===== config.mk =====
export PLATFORM = sky130hd
export DESIGN_NAME = uart_apb_master
export DESIGN_NICKNAME = d
export VERILOG_FILES = /design/src/rtl/uart_apb_master.sv
export SDC_FILE = /design/constraint.sdc
export NUM_CORES = 1
export LEC_CHECK = 0
export ABC_CLOCK_PERIOD_IN_PS = 4100
export CORE_AREA = 4 4 108 110
export CTS_BUF_LIST = sky130_fd_sc_hd__clkbuf_8 sky130_fd_sc_hd__clkbuf_16
export CTS_CLUSTER_SIZE = 30
export DETAILED_ROUTE_END_ITERATION = 8
export DIE_AREA = 0 0 112 114
export PLACE_DENSITY = 0.84
export SYNTH_ARGS = -nofsm -noshare
export SYNTH_HDL_FRONTEND = slang
export SYNTH_SLANG_ARGS = --single-unit

===== constraint.sdc =====
create_clock -name apb_clk_in -period 4.1 [get_ports apb_clk_in]
set_input_delay 0.82 -clock apb_clk_in [delete_from_list [all_inputs] [get_ports apb_clk_in]]
set_output_delay 0.82 -clock apb_clk_in [all_outputs]
set_load 0.1 [all_outputs]

===== src/rtl/uart_apb_master.sv =====
// APB requester: one command at a time becomes an APB SETUP/ACCESS transfer,
// with wait states, SLVERR passthrough and a bounded ACCESS-phase timeout.
module uart_apb_master #(
   parameter int APB_DATA_WIDTH = 32,
   parameter int APB_ADDR_WIDTH = 32,
   parameter int TIMEOUT_CYCLES = 16
) (
   input  logic                        apb_clk_in,
   input  logic                        apb_rstn_in,
   input  logic                        cmd_valid_in,
   output logic                        cmd_ready_out,
   input  logic                        cmd_write_in,
   input  logic [APB_ADDR_WIDTH-1:0]   cmd_addr_in,
   input  logic [APB_DATA_WIDTH-1:0]   cmd_wdata_in,
   input  logic [APB_DATA_WIDTH/8-1:0] cmd_strb_in,
   output logic                        rsp_valid_out,
   input  logic                        rsp_ready_in,
   output logic [APB_DATA_WIDTH-1:0]   rsp_rdata_out,
   output logic                        rsp_err_out,
   output logic                        rsp_timeout_out,
   output logic [APB_ADDR_WIDTH-1:0]   apb_addr_out,
   output logic                        apb_psel_out,
   output logic                        apb_penable_out,
   output logic                        apb_write_out,
   output logic [APB_DATA_WIDTH-1:0]   apb_wdata_out,
   output logic [APB_DATA_WIDTH/8-1:0] apb_strb_out,
   input  logic [APB_DATA_WIDTH-1:0]   apb_rdata_in,
   input  logic                        apb_ready_in,
   input  logic                        apb_slverr_in
);

   localparam int STRB_W = APB_DATA_WIDTH/8;
   // Counter holds the number of low-PREADY ACCESS edges already seen.
   localparam logic [7:0] TO_LAST = 8'(TIMEOUT_CYCLES - 1);

   typedef enum logic [1:0] {S_IDLE, S_SETUP, S_ACCESS, S_RESP} state_t;

   state_t                    r_state, w_state_nxt;
   logic [7:0]                r_cnt, w_cnt_nxt;
   logic                      r_psel, w_psel_nxt;
   logic                      r_pen, w_pen_nxt;
   logic                      r_write, w_write_nxt;
   logic [APB_ADDR_WIDTH-1:0] r_addr, w_addr_nxt;
   logic [APB_DATA_WIDTH-1:0] r_wdata, w_wdata_nxt;
   logic [STRB_W-1:0]         r_strb, w_strb_nxt;
   logic                      r_rsp_valid, w_rsp_valid_nxt;
   logic [APB_DATA_WIDTH-1:0] r_rdata, w_rdata_nxt;
   logic                      r_err, w_err_nxt;
   logic                      r_to, w_to_nxt;

   always_ff @(posedge apb_clk_in or negedge apb_rstn_in) begin
      if (!apb_rstn_in) begin
         r_state <= S_IDLE;
      end else begin
         r_state <= w_state_nxt;
      end
   end

   always_comb begin
      w_state_nxt     = r_state;
      w_cnt_nxt       = r_cnt;
      w_psel_nxt      = r_psel;
      w_pen_nxt       = r_pen;
      w_write_nxt     = r_write;
      w_addr_nxt      = r_addr;
      w_wdata_nxt     = r_wdata;
      w_strb_nxt      = r_strb;
      w_rsp_valid_nxt = r_rsp_valid;
      w_rdata_nxt     = r_rdata;
      w_err_nxt       = r_err;
      w_to_nxt        = r_to;
      case (r_state)
         S_IDLE: begin
            if (cmd_valid_in) begin
               w_write_nxt = cmd_write_in;
               w_addr_nxt  = cmd_addr_in;
               w_wdata_nxt = cmd_wdata_in;
               w_strb_nxt  = cmd_write_in ? cmd_strb_in : '0;
               w_psel_nxt  = 1'b1;
               w_pen_nxt   = 1'b0;
               w_state_nxt = S_SETUP;
            end
         end
         S_SETUP: begin
            w_pen_nxt   = 1'b1;
            w_cnt_nxt   = '0;
            w_state_nxt = S_ACCESS;
         end
         S_ACCESS: begin
            if (apb_ready_in) begin
               w_rdata_nxt     = r_write ? '0 : apb_rdata_in;
               w_err_nxt       = apb_slverr_in;
               w_to_nxt        = 1'b0;
               w_psel_nxt      = 1'b0;
               w_pen_nxt       = 1'b0;
               w_rsp_valid_nxt = 1'b1;
               w_state_nxt     = S_RESP;
            end else if (r_cnt == TO_LAST) begin
               w_rdata_nxt     = '0;
               w_err_nxt       = 1'b1;
               w_to_nxt        = 1'b1;
               w_psel_nxt      = 1'b0;
               w_pen_nxt       = 1'b0;
               w_rsp_valid_nxt = 1'b1;
               w_state_nxt     = S_RESP;
            end else begin
               w_cnt_nxt = r_cnt + 8'd1;
            end
         end
         S_RESP: begin
            if (rsp_ready_in) begin
               w_rsp_valid_nxt = 1'b0;
               w_state_nxt     = S_IDLE;
            end
         end
         default: w_state_nxt = S_IDLE;
      endcase
   end

   always_ff @(posedge apb_clk_in or negedge apb_rstn_in) begin
      if (!apb_rstn_in) begin
         r_cnt       <= '0;
         r_psel      <= 1'b0;
         r_pen       <= 1'b0;
         r_write     <= 1'b0;
         r_addr      <= '0;
         r_wdata     <= '0;
         r_strb      <= '0;
         r_rsp_valid <= 1'b0;
         r_rdata     <= '0;
         r_err       <= 1'b0;
         r_to        <= 1'b0;
      end else begin
         r_cnt       <= w_cnt_nxt;
         r_psel      <= w_psel_nxt;
         r_pen       <= w_pen_nxt;
         r_write     <= w_write_nxt;
         r_addr      <= w_addr_nxt;
         r_wdata     <= w_wdata_nxt;
         r_strb      <= w_strb_nxt;
         r_rsp_valid <= w_rsp_valid_nxt;
         r_rdata     <= w_rdata_nxt;
         r_err       <= w_err_nxt;
         r_to        <= w_to_nxt;
      end
   end

   assign cmd_ready_out   = (r_state == S_IDLE);
   assign rsp_valid_out   = r_rsp_valid;
   assign rsp_rdata_out   = r_rdata;
   assign rsp_err_out     = r_err;
   assign rsp_timeout_out = r_to;
   assign apb_addr_out    = r_addr;
   assign apb_psel_out    = r_psel;
   assign apb_penable_out = r_pen;
   assign apb_write_out   = r_write;
   assign apb_wdata_out   = r_wdata;
   assign apb_strb_out    = r_strb;

endmodule


==> key figures, run 1 <==
Floorplan
  – Total Die Area: 0.0128 mm^2
  – Chip Width: 112 um
  – Ports: ~210
  – Starting Density: a little over two fifths
  – Core Region: between 0.01 and 0.015 mm^2
  – Rows: 38
  – Die span in y: between 100 and 150 um

Synthesis
  – Largest family of logic cells by synthesized area: multiplexers
  – Compound-cell area share of the yosys netlist: under 10%
  – Syn Nets: between 400 and 500
  – Distinct cells, synth: 37
  – Mux contribution to synthesized area: 16.5%
  – Post-synthesis sequential area ratio: about three fifths
  – Post-synthesis simple-gate area fraction: 12.3%
  – Post-synth EDFFs: 0
  – Post-synth ARST share: between 90% and 100%
  – Synth cell count leaders: dfrtp_1 (116), nand2_1 (82), mux2_2 (65)
  – Post-Synth Adder-Cell Area: 1.87%
  – Post-Synthesis Cells: 376
  – XOR/XNOR Fraction of Synth Area: less than 1%
  – Syn Area/Cell: roughly 12 um^2
  – Top cell type's share of synthesized area: 62.0%
  – Count leader, synth: dfrtp_1
  – Synthesized area: 0.00468 mm^2
  – FF+latch count, synth: about 120
  – Synth area leaders: dfrtp_1 (62%), mux2_2 (16%), nand2_1 (6.6%), nand3_1 (3.4%), ha_1 (1.9%)
  – Synth warn: 0
  – Cell type with the largest total area after synthesis: dfrtp_1
  – Top_reg_cell synth: dfrtp_1

Worst setup path
  – Max incr delay on CP: around 1200 ps
  – Critical path type: reg -> out
  – Arrival time worst endpoint: roughly 2500 ps
  – Crit path cell chain: inv_1 > ha_1 > clkdlybuf4s50_1
  – CP Launch Type: register
  – Req. time, crit path: about 3300 ps
  – Critical Path Sink Type: primary output
  – Critical Path Start: r_state[1]$_DFFE_PN0P_
  – FF-to-FF setup slack: ~1600 ps
  – CP max-delay cell: clkdlybuf4s50_1
  – FF-to-FF Start: r_state[0]$_DFFE_PN0P_
  – Crit Path Max Fanout: 5

Drt
  – DR iter-0 viols: just under 200
  – Final WL: 12.7 mm
  – Drt pass-1 iters: 4
  – Vias: approximately 3,800
  – DR DRC count: 0
  – Final ANT Viol Nets: 0
  – Average wire per standard cell: roughly 17 um
  – Via density: ~5.0

GRT
  – Met3 usage: slightly below 9%
  – Layer with the highest usage: met2
  – Initial antenna violation count: 0
  – GRT overflow: 0
  – Pin count of the biggest net entering global routing: 74
  – GRT Total Usage: between 20% and 30%
  – Grt met2 use: about a third
  – Vias in the first global route: 4,036
  – First-pass GRT wire length: slightly above 20 mm
  – Met1 Track Usage GR: between 20% and 30%

Timing
  – Min Tclk post-route: about 3300 ps
  – Fin Setup TNS: 0 ps
  – Slew margin rel.: between 30 and 40%
  – Fin. Hold Viols: 0
  – RSZ-0062 raised after global routing: no
  – Clk_skew: about 8 ps
  – Final setup violation count: 0
  – Fmax: 303 MHz
  – Final worst path period share: about four fifths
  – Worst Tran Pin Value: just over 1000 ps
  – Pins Over Slew Limit: 0

Clocking
  – Worst skew pair latency: approximately 510 ps
  – CTS tree: done
  – Clock transition at the registers of the reported paths: about 60 ps
  – Setup bufs post-CTS: 0
  – TritonCTS Sinks: ~120
  – TritonCTS Buffers: 17
  – Root buf cell: clkbuf_8
  – Number of H-tree levels: 4
  – Post_cts resized: 0
  – CTS Hold Bufs: 0
  – Number of buffers on the longest clock path: 2

Placement
  – HPWL after DPL: 9.11 mm
  – GPL Wtd Cong: 0.761
  – IO buf count: roughly 210

Layout
  – Diode count: 0
  – Area of the multi-input gates: about 0.0017 mm^2
  – Fraction of layout cells with a size suffix above 1: roughly 18%
  – # fillers: between 700 and 800
  – NumNets Final: 708
  – Area added between synthesis and finish: 60.5%
  – Reg area: around 0.0029 mm^2

Run status
  – Outcome: finished, final reports clean

Min path
  – Hold Crit Class: in -> async

Run
  – Max_cap viols: 0
==> critical path: cells and delay by family, from the launching register on <==
| kind | cells | cell delay [ps] |
|---|---|---|
| fa+ha+maj | 1 | 240 |
| buf+inv | 2 | 1300 |
| flops | 1 | 430 |
==> metal layers <==
layer  part of all wire (%)  up-vias
met5                      0        -
met4                    2.5        0
met3                    9.5       27
met2                     51      157
met1                     37     1848
li1                       -     1730
==> stage by stage <==
step	cell area (um^2)	hold WS, ps	worst slack, ps	std cells	util [%]
detailed placement	6940	456	1340	715	64.8
global route	7510	344	718	745	70.2
global placement	6940	448	1380	715	64.8
finish	7510	309	795	745	70.2
floorplan	4680	470	1660	376	-
CTS	7510	319	771	745	70.2
==> final cells by class <==
| cell class | count | share of cell area [%] |
|---|---|---|
| Timing Repair Buffer | 217 | 28.9 |
| Clock buffer | 19 | 5.88 |
| Sequential cell | 116 | 38.6 |
| Inverter | 6 | 0.300 |
| Multi-Input combinational cell | 236 | 22.1 |
| Tap cell | 140 | 2.33 |
| Clock inverter | 11 | 1.81 |
==> registers in the layout, indices dropped and copies added (netlist names) <==
name and cells:
rsp_timeout_out 1, apb_addr_out 32, apb_psel_out 1, rsp_err_out 1, apb_strb_out 4, rsp_rdata_out 32, r_cnt 8, apb_wdata_out 32
r_state 2, apb_penable_out 1, apb_write_out 1, rsp_valid_out 1
==> final timing paths <==
check | depth (start not counted) | end
setup reg to reg | 6 | rsp_rdata_out[15]$_DFFE_PN0P_
setup / recovery | 3 | cmd_ready_out
min in group apb_clk_in | 2 | rsp_rdata_out[28]$_DFFE_PN0P_
hold / removal | 1 | rsp_rdata_out[4]$_DFFE_PN0P_
hold reg to reg | 2 | rsp_rdata_out[28]$_DFFE_PN0P_
max in group asynchronous | 2 | apb_addr_out[24]$_DFFE_PN0P_
==> kinds of logic after synthesis <==
logic type / after synthesis
muxes: 69
and+or+nand+nor: 130
buffers and inverters: 24
xor gates and xnor gates: 2
adders and majority gates: 7
DFF: 116
AOI/OAI and AO/OA: 28
==> layout by cell type (no fill, tap or decap), types with 3 or more instances in the layout <==
cell and count:
clkbuf_16 16, bufinv_16 3, clkinvlp_4 3, ha_1 7, a21o_1 3, inv_1 7, nand2_1 81, clkbuf_8 3
clkdlybuf4s50_1 212, dfrtp_1 116, o21ai_0 8, buf_4 4, clkinv_2 4, a21oi_1 6, nand3_1 32, mux2_2 65
Power of run 1 is not shown: default switching activity piles up to over one toggle a cycle in this logic, so the estimate is an artifact.
==> inputs of run 2 (changes only) <==
==> config.mk (replaced) <==
export PLATFORM = sky130hd
export DESIGN_NAME = uart_apb_master
export DESIGN_NICKNAME = d
export VERILOG_FILES = /design/src/rtl/uart_apb_master.sv
export SDC_FILE = /design/constraint.sdc
export NUM_CORES = 1
export LEC_CHECK = 0
export ABC_CLOCK_PERIOD_IN_PS = 3400
export CORE_AREA = 4 4 111 113
export CTS_BUF_LIST = sky130_fd_sc_hd__clkbuf_8 sky130_fd_sc_hd__clkbuf_16
export CTS_CLUSTER_SIZE = 30
export DETAILED_ROUTE_END_ITERATION = 8
export DIE_AREA = 0 0 115 117
export PLACE_DENSITY = 0.8
export SYNTH_ARGS = -nofsm -noshare
export SYNTH_HDL_FRONTEND = slang
export SYNTH_SLANG_ARGS = --single-unit
==> constraint.sdc (replaced) <==
create_clock -name apb_clk_in -period 3.4 [get_ports apb_clk_in]
set_input_delay 0.68 -clock apb_clk_in [delete_from_list [all_inputs] [get_ports apb_clk_in]]
set_output_delay 0.68 -clock apb_clk_in [all_outputs]
set_load 0.1 [all_outputs]
==> run 2 against run 1 <==
Critical path depth shrank 2. Via count decreased by 2.4%. Hold slack improved by 56 ps. Clock skew is essentially flat. Worst setup slack better by 18 ps. Final cell count is 0.40% higher. Utilization decreased by 4.4 points. Sequential cell count unchanged. Clock-buffer cell count is 1 lower. Register-to-register slack lost 630 ps. Routed wire length down 2.5%. Critical endpoint is now rsp_rdata_out[0]. Largest cell class unchanged. Highest routed layer unchanged.
==> key figures, run 2 (same netlist as run 1, synthesis figures left out) <==
Drt
  – Drt pass-1 iters: 4 (unchanged)
  – DR iter-0 viols: 185 (-4.1%)
  – Average wire per standard cell: 16.5 um (-2.9%)
  – Vias: 3,671 (-2.4%)
  – Final ANT Viol Nets: 0 (unchanged)
  – Via density: 4.91 (-2.8%)
  – DR DRC count: 0 (unchanged)
  – Final WL: 12.4 mm (-2.5%)

Worst setup path
  – Crit Path Max Fanout: 2 (-3)
  – Bufs and invs on worst path: 1 (-1)
  – CP Launch Type: register
  – CP max-delay cell: clkdlybuf4s50_1
  – FF-to-FF Start: r_state[0]$_DFFE_PN0P_
  – Max incr delay on CP: 1150 ps (-20 ps)
  – Crit path cell chain: clkdlybuf4s50_1
  – Critical Path Sink Type: primary output
  – Critical path type: reg -> out
  – Cell family with most CP delay: buffers and inverters
  – Arrival time worst endpoint: 1910 ps (-580 ps)
  – Req. time, crit path: 2720 ps (-560 ps)
  – Critical Path Start: rsp_rdata_out[0]$_DFFE_PN0P_

Clocking
  – CTS tree: done
  – Number of buffers on the longest clock path: 2 (unchanged)
  – Setup bufs post-CTS: 0 (unchanged)
  – Number of H-tree levels: 4 (unchanged)
  – CTS Hold Bufs: 0 (unchanged)
  – TritonCTS Sinks: 116 (unchanged)
  – Post_cts resized: 0 (unchanged)
  – TritonCTS Buffers: 17 (unchanged)
  – Clock transition at the registers of the reported paths: 50 ps (about the same)
  – Root buf cell: clkbuf_16
  – Worst skew pair latency: 400 ps (-110 ps)

Min path
  – Hold Crit Class: in -> async

GRT
  – First-pass GRT wire length: 18.9 mm (-9.0%)
  – Initial antenna violation count: 0 (unchanged)
  – Pin count of the biggest net entering global routing: 63 (-15%)
  – GRT overflow: 0 (unchanged)
  – GRT Total Usage: 17.9% (-2.7 points)
  – Vias in the first global route: 3,826 (-5.2%)

Timing
  – RSZ-0062 raised after global routing: no
  – Final setup violation count: 0 (unchanged)
  – Worst Tran Pin Value: 994 ps (-43.3 ps)
  – Clk_skew: 8.34 ps (+0.261 ps)
  – Final worst path period share: between 70% and 80%
  – Slew margin rel.: 33.5% (+2.9 points)
  – Fin. Hold Viols: 0 (unchanged)
  – Fin Setup TNS: 0 ps (unchanged)
  – Min Tclk post-route: 2590 ps
  – Fmax: slightly below 400 MHz
  – Pins Over Slew Limit: 0 (unchanged)

Floorplan
  – Chip Width: 115 um (+2.7%)
  – Rows: 39 (+2.6%)
  – Total Die Area: 0.0135 mm^2 (+5.4%)
  – Ports: 214 (unchanged)
  – Die span in y: 117 um (+2.6%)
  – Core Region: 0.0113 mm^2 (+5.8%)
  – Starting Density: 41.4% (-2.4 points)

Layout
  – Commonest non-fill, non-tap cell in the layout: clkdlybuf4s50_1
  – Diode count: 0 (unchanged)
  – Fraction of layout cells with a size suffix above 1: 24.5% (+6.9 points)
  – NumNets Final: 708 (unchanged)
  – Most frequent cells in the layout: clkdlybuf4s50_1 (170), dfrtp_1 (116), nand2_1 (81), mux2_2 (65), buf_4 (45)
  – Area added between synthesis and finish: 59.1%

Placement
  – IO buf count: 213 (unchanged)
  – HPWL after DPL: 9.13 mm (+0.26%)
  – GPL Wtd Cong: 0.779 (+2.4%)

Run
  – Max_cap viols: 0 (unchanged)

Run status
  – Outcome: finished, final reports clean
[run 2: per-layer routing]
layer / wire length [um] / GRT usage, % / up-vias
met3: 1180 / 6.99 / 16
li1: - / - / 1726
met1: 4720 / 21.2 / 1781
met5: 0 / 0 / -
met2: 6250 / 29.7 / 148
met4: 224 / 6.34 / 0
[run 2: worst paths after layout]
| check | endpoint | slack, ps | cells after the start |
|---|---|---|---|
| worst min-delay path | rsp_valid_out$_DFFE_PN0P_ | 370 | 1 |
| min in group apb_clk_in | rsp_rdata_out[5]$_DFFE_PN0P_ | 460 | 2 |
| worst min register to register | rsp_rdata_out[5]$_DFFE_PN0P_ | 460 | 2 |
| worst max-delay path | rsp_rdata_out[0] | 810 | 1 |
| worst max register to register | rsp_rdata_out[17]$_DFFE_PN0P_ | 1000 | 6 |
| max in group asynchronous | apb_addr_out[13]$_DFFE_PN0P_ | 2260 | 2 |
[run 2: metrics by stage]
step	instance area (um^2)	hold slack, ps	instances	utilization (%)	worst slack, ps
global route	7450	422	748	65.8	715
finish	7450	365	748	65.8	813
floorplan	4680	384	376	-	964
detailed placement	6850	455	718	60.5	999
global placement	6850	449	718	60.5	1060
CTS	7450	388	748	65.8	791
[run 2: cell type report]
cell class | count | area (um^2)
fill | 852 | 3870
multi-input combinational | 236 | 1660
clock buffer | 18 | 439
timing repair buffer | 217 | 2080
clock inverter | 12 | 164
sequential | 116 | 2900
tap | 143 | 179
inverter | 6 | 22.5
Power of run 2 is left out for the same reason.
==> inputs of run 3 (changes only) <==
--- a/config.mk
+++ b/config.mk
@@ -5,7 +5,7 @@
 export SDC_FILE = /design/constraint.sdc
 export NUM_CORES = 1
 export LEC_CHECK = 0
-export ABC_CLOCK_PERIOD_IN_PS = 3400
+export ABC_CLOCK_PERIOD_IN_PS = 2400
 export CORE_AREA = 4 4 111 113
 export CTS_BUF_LIST = sky130_fd_sc_hd__clkbuf_8 sky130_fd_sc_hd__clkbuf_16
 export CTS_CLUSTER_SIZE = 30
==> constraint.sdc (replaced) <==
create_clock -name apb_clk_in -period 2.4 [get_ports apb_clk_in]
set_input_delay 0.48 -clock apb_clk_in [delete_from_list [all_inputs] [get_ports apb_clk_in]]
set_output_delay 0.48 -clock apb_clk_in [all_outputs]
set_load 0.1 [all_outputs]
==> run 3 against run 2 <==
Non-clock buffer count up 8. Register-to-register slack worse by 470 ps. Design area shrank 0.57%. Via count is 0.19% lower. First-iteration DRC count up 12%. Sequential share of layout area increased by 0.22 points. Utilization down 0.38 points. Critical path type unchanged. Largest cell class unchanged. Highest routed layer unchanged.
==> key figures, run 3 (same netlist as run 1, synthesis figures left out) <==
GRT
  – First-pass GRT wire length: 18.9 mm (-0.11%)
  – Pin count of the biggest net entering global routing: 67 (+6.3%)
  – Vias in the first global route: 3,889 (+1.6%)
  – GRT overflow: 0 (unchanged)
  – Initial antenna violation count: 0 (unchanged)
  – GRT Total Usage: 17.9% (+0.026 points)

Floorplan
  – Core Region: 0.0113 mm^2 (unchanged)
  – Rows: 39 (unchanged)
  – Die span in y: 117 um (unchanged)
  – Ports: 214 (unchanged)
  – Total Die Area: 0.0135 mm^2 (unchanged)
  – Starting Density: 41.4% (unchanged)
  – Chip Width: 115 um (unchanged)

Layout
  – Most frequent cells in the layout: dfrtp_1 (116), buf_4 (115), clkdlybuf4s50_1 (105), nand2_1 (81), mux2_2 (65)
  – Reg area: 0.00290 mm^2 (unchanged)
  – NumNets Final: 716 (+1.1%)
  – Area added between synthesis and finish: 58.2%
  – # fillers: 864 (+1.4%)
  – Fraction of layout cells with a size suffix above 1: 36.3% (+12 points)
  – Commonest non-fill, non-tap cell in the layout: dfrtp_1
  – Area of the multi-input gates: 0.00167 mm^2 (+0.15%)
  – Diode count: 0 (unchanged)

Clocking
  – Number of H-tree levels: 4 (unchanged)
  – TritonCTS Sinks: 116 (unchanged)
  – Root buf cell: clkbuf_16
  – TritonCTS Buffers: 17 (unchanged)
  – Clock transition at the registers of the reported paths: 60 ps (about the same)
  – Worst skew pair latency: 400 ps (about the same)
  – CTS tree: done
  – Setup bufs post-CTS: 0 (unchanged)
  – Number of buffers on the longest clock path: 2 (unchanged)

Drt
  – DR DRC count: 0 (unchanged)
  – Average wire per standard cell: 16.1 um (-2.5%)
  – Vias: 3,664 (-0.19%)
  – Via density: 4.84 (-1.4%)
  – Drt pass-1 iters: 4 (unchanged)
  – DR iter-0 viols: 207 (+12%)
  – Final WL: 12.2 mm (-1.3%)
  – Final ANT Viol Nets: 0 (unchanged)

Timing
  – RSZ-0062 raised after global routing: no
  – Fmax: roughly 530 MHz
  – Fin Setup TNS: 0 ps (unchanged)
  – Worst Tran Pin Value: 481 ps (-513 ps)
  – Setup WS post-layout: 509 ps (-303 ps)
  – Final worst path period share: roughly 79%
  – Final setup violation count: 0 (unchanged)
  – Slew margin rel.: 67.9% (+34 points)
  – Pins Over Slew Limit: 0 (unchanged)
  – Min Tclk post-route: ~1900 ps
  – Clk_skew: 9.11 ps (+0.762 ps)
  – WHS: 465 ps (+99.9 ps)
  – Fin. Hold Viols: 0 (unchanged)

Worst setup path
  – Critical path type: reg -> out
  – CP max-delay cell: dfrtp_1
  – CP Launch Type: register
  – Critical Path Sink Type: primary output
  – Crit Path Max Fanout: 5 (+3)
  – Arrival time worst endpoint: 1410 ps (-500 ps)
  – R2R depth: 7 (+1)
  – Max incr delay on CP: 430 ps (-720 ps)
  – Req. time, crit path: 1920 ps (-800 ps)
  – Crit path cell chain: inv_1 > ha_2 > buf_12

Min path
  – Hold Crit Class: reg -> reg
  – Hold path depth: 2

Placement
  – GPL Wtd Cong: 0.809 (+3.9%)
  – Dpl ws: 378 ps (-621 ps)
  – HPWL after DPL: 9.07 mm (-0.64%)
  – IO buf count: 213 (unchanged)

Run
  – Max_cap viols: 0 (unchanged)

Run status
  – Outcome: finished, final reports clean
## run 3: cell types whose count changed in the layout (fill, tap and decap cells not counted), sizes merged, moves of 2 or more
cell and change:
clkdlybuf4s50 -65, buf +72, clkinv -2, clkinvlp +3
## run 3: repair_timing
| item | in CTS | in global routing |
|---|---|---|
| hold endpoints to repair | 12 | 0 |
| hold buffers | 1 | 0 |
| resized for setup | 0 | 0 |
## run 3: worst paths after layout
path,slack [ps],to,from
max,510,cmd_ready_out,r_state[1]$_DFFE_PN0P_
min,460,rsp_rdata_out[25]$_DFFE_PN0P_,rsp_rdata_out[25]$_DFFE_PN0P_
max reg2reg,530,rsp_rdata_out[3]$_DFFE_PN0P_,r_state[0]$_DFFE_PN0P_
min reg2reg,460,rsp_rdata_out[25]$_DFFE_PN0P_,rsp_rdata_out[25]$_DFFE_PN0P_
max in group asynchronous,1200,rsp_rdata_out[27]$_DFFE_PN0P_,apb_rstn_in
min in group asynchronous,480,apb_wdata_out[18]$_DFFE_PN0P_,apb_rstn_in
## run 3: layer usage
layer	vias up	track usage, %	share of wire [%]
li1	1751	-	-
met3	17	5.91	8.1
met1	1761	21.6	39
met5	-	0	0
met2	135	30.3	51
met4	0	6.10	1.4
## run 3: final cells by class
type | instances | area share, %
well taps | 143 | 2.42
clock buffers | 19 | 6.11
repair buffers | 225 | 27.1
multi-input cells | 236 | 22.5
inverters | 6 | 0.304
clock inverters | 12 | 2.43
flip-flops and latches | 116 | 39.2
## run 3: stage by stage
step	area, um^2	std cells	utilization [%]
after floorplan	4680	376	-
after global placement	6770	725	59.8
after detailed placement	6770	725	59.8
after CTS	7410	757	65.4
after global routing	7410	757	65.4
final	7410	757	65.4
## run 3: worst max-delay path: cells and delay by family, from the launching register on
family | cells | cell delay [ps]
adder cells (fa/ha/maj) | 1 | 260
buffers and inverters | 2 | 320
flip-flops | 1 | 430
Power of run 3 is left out for the same reason.
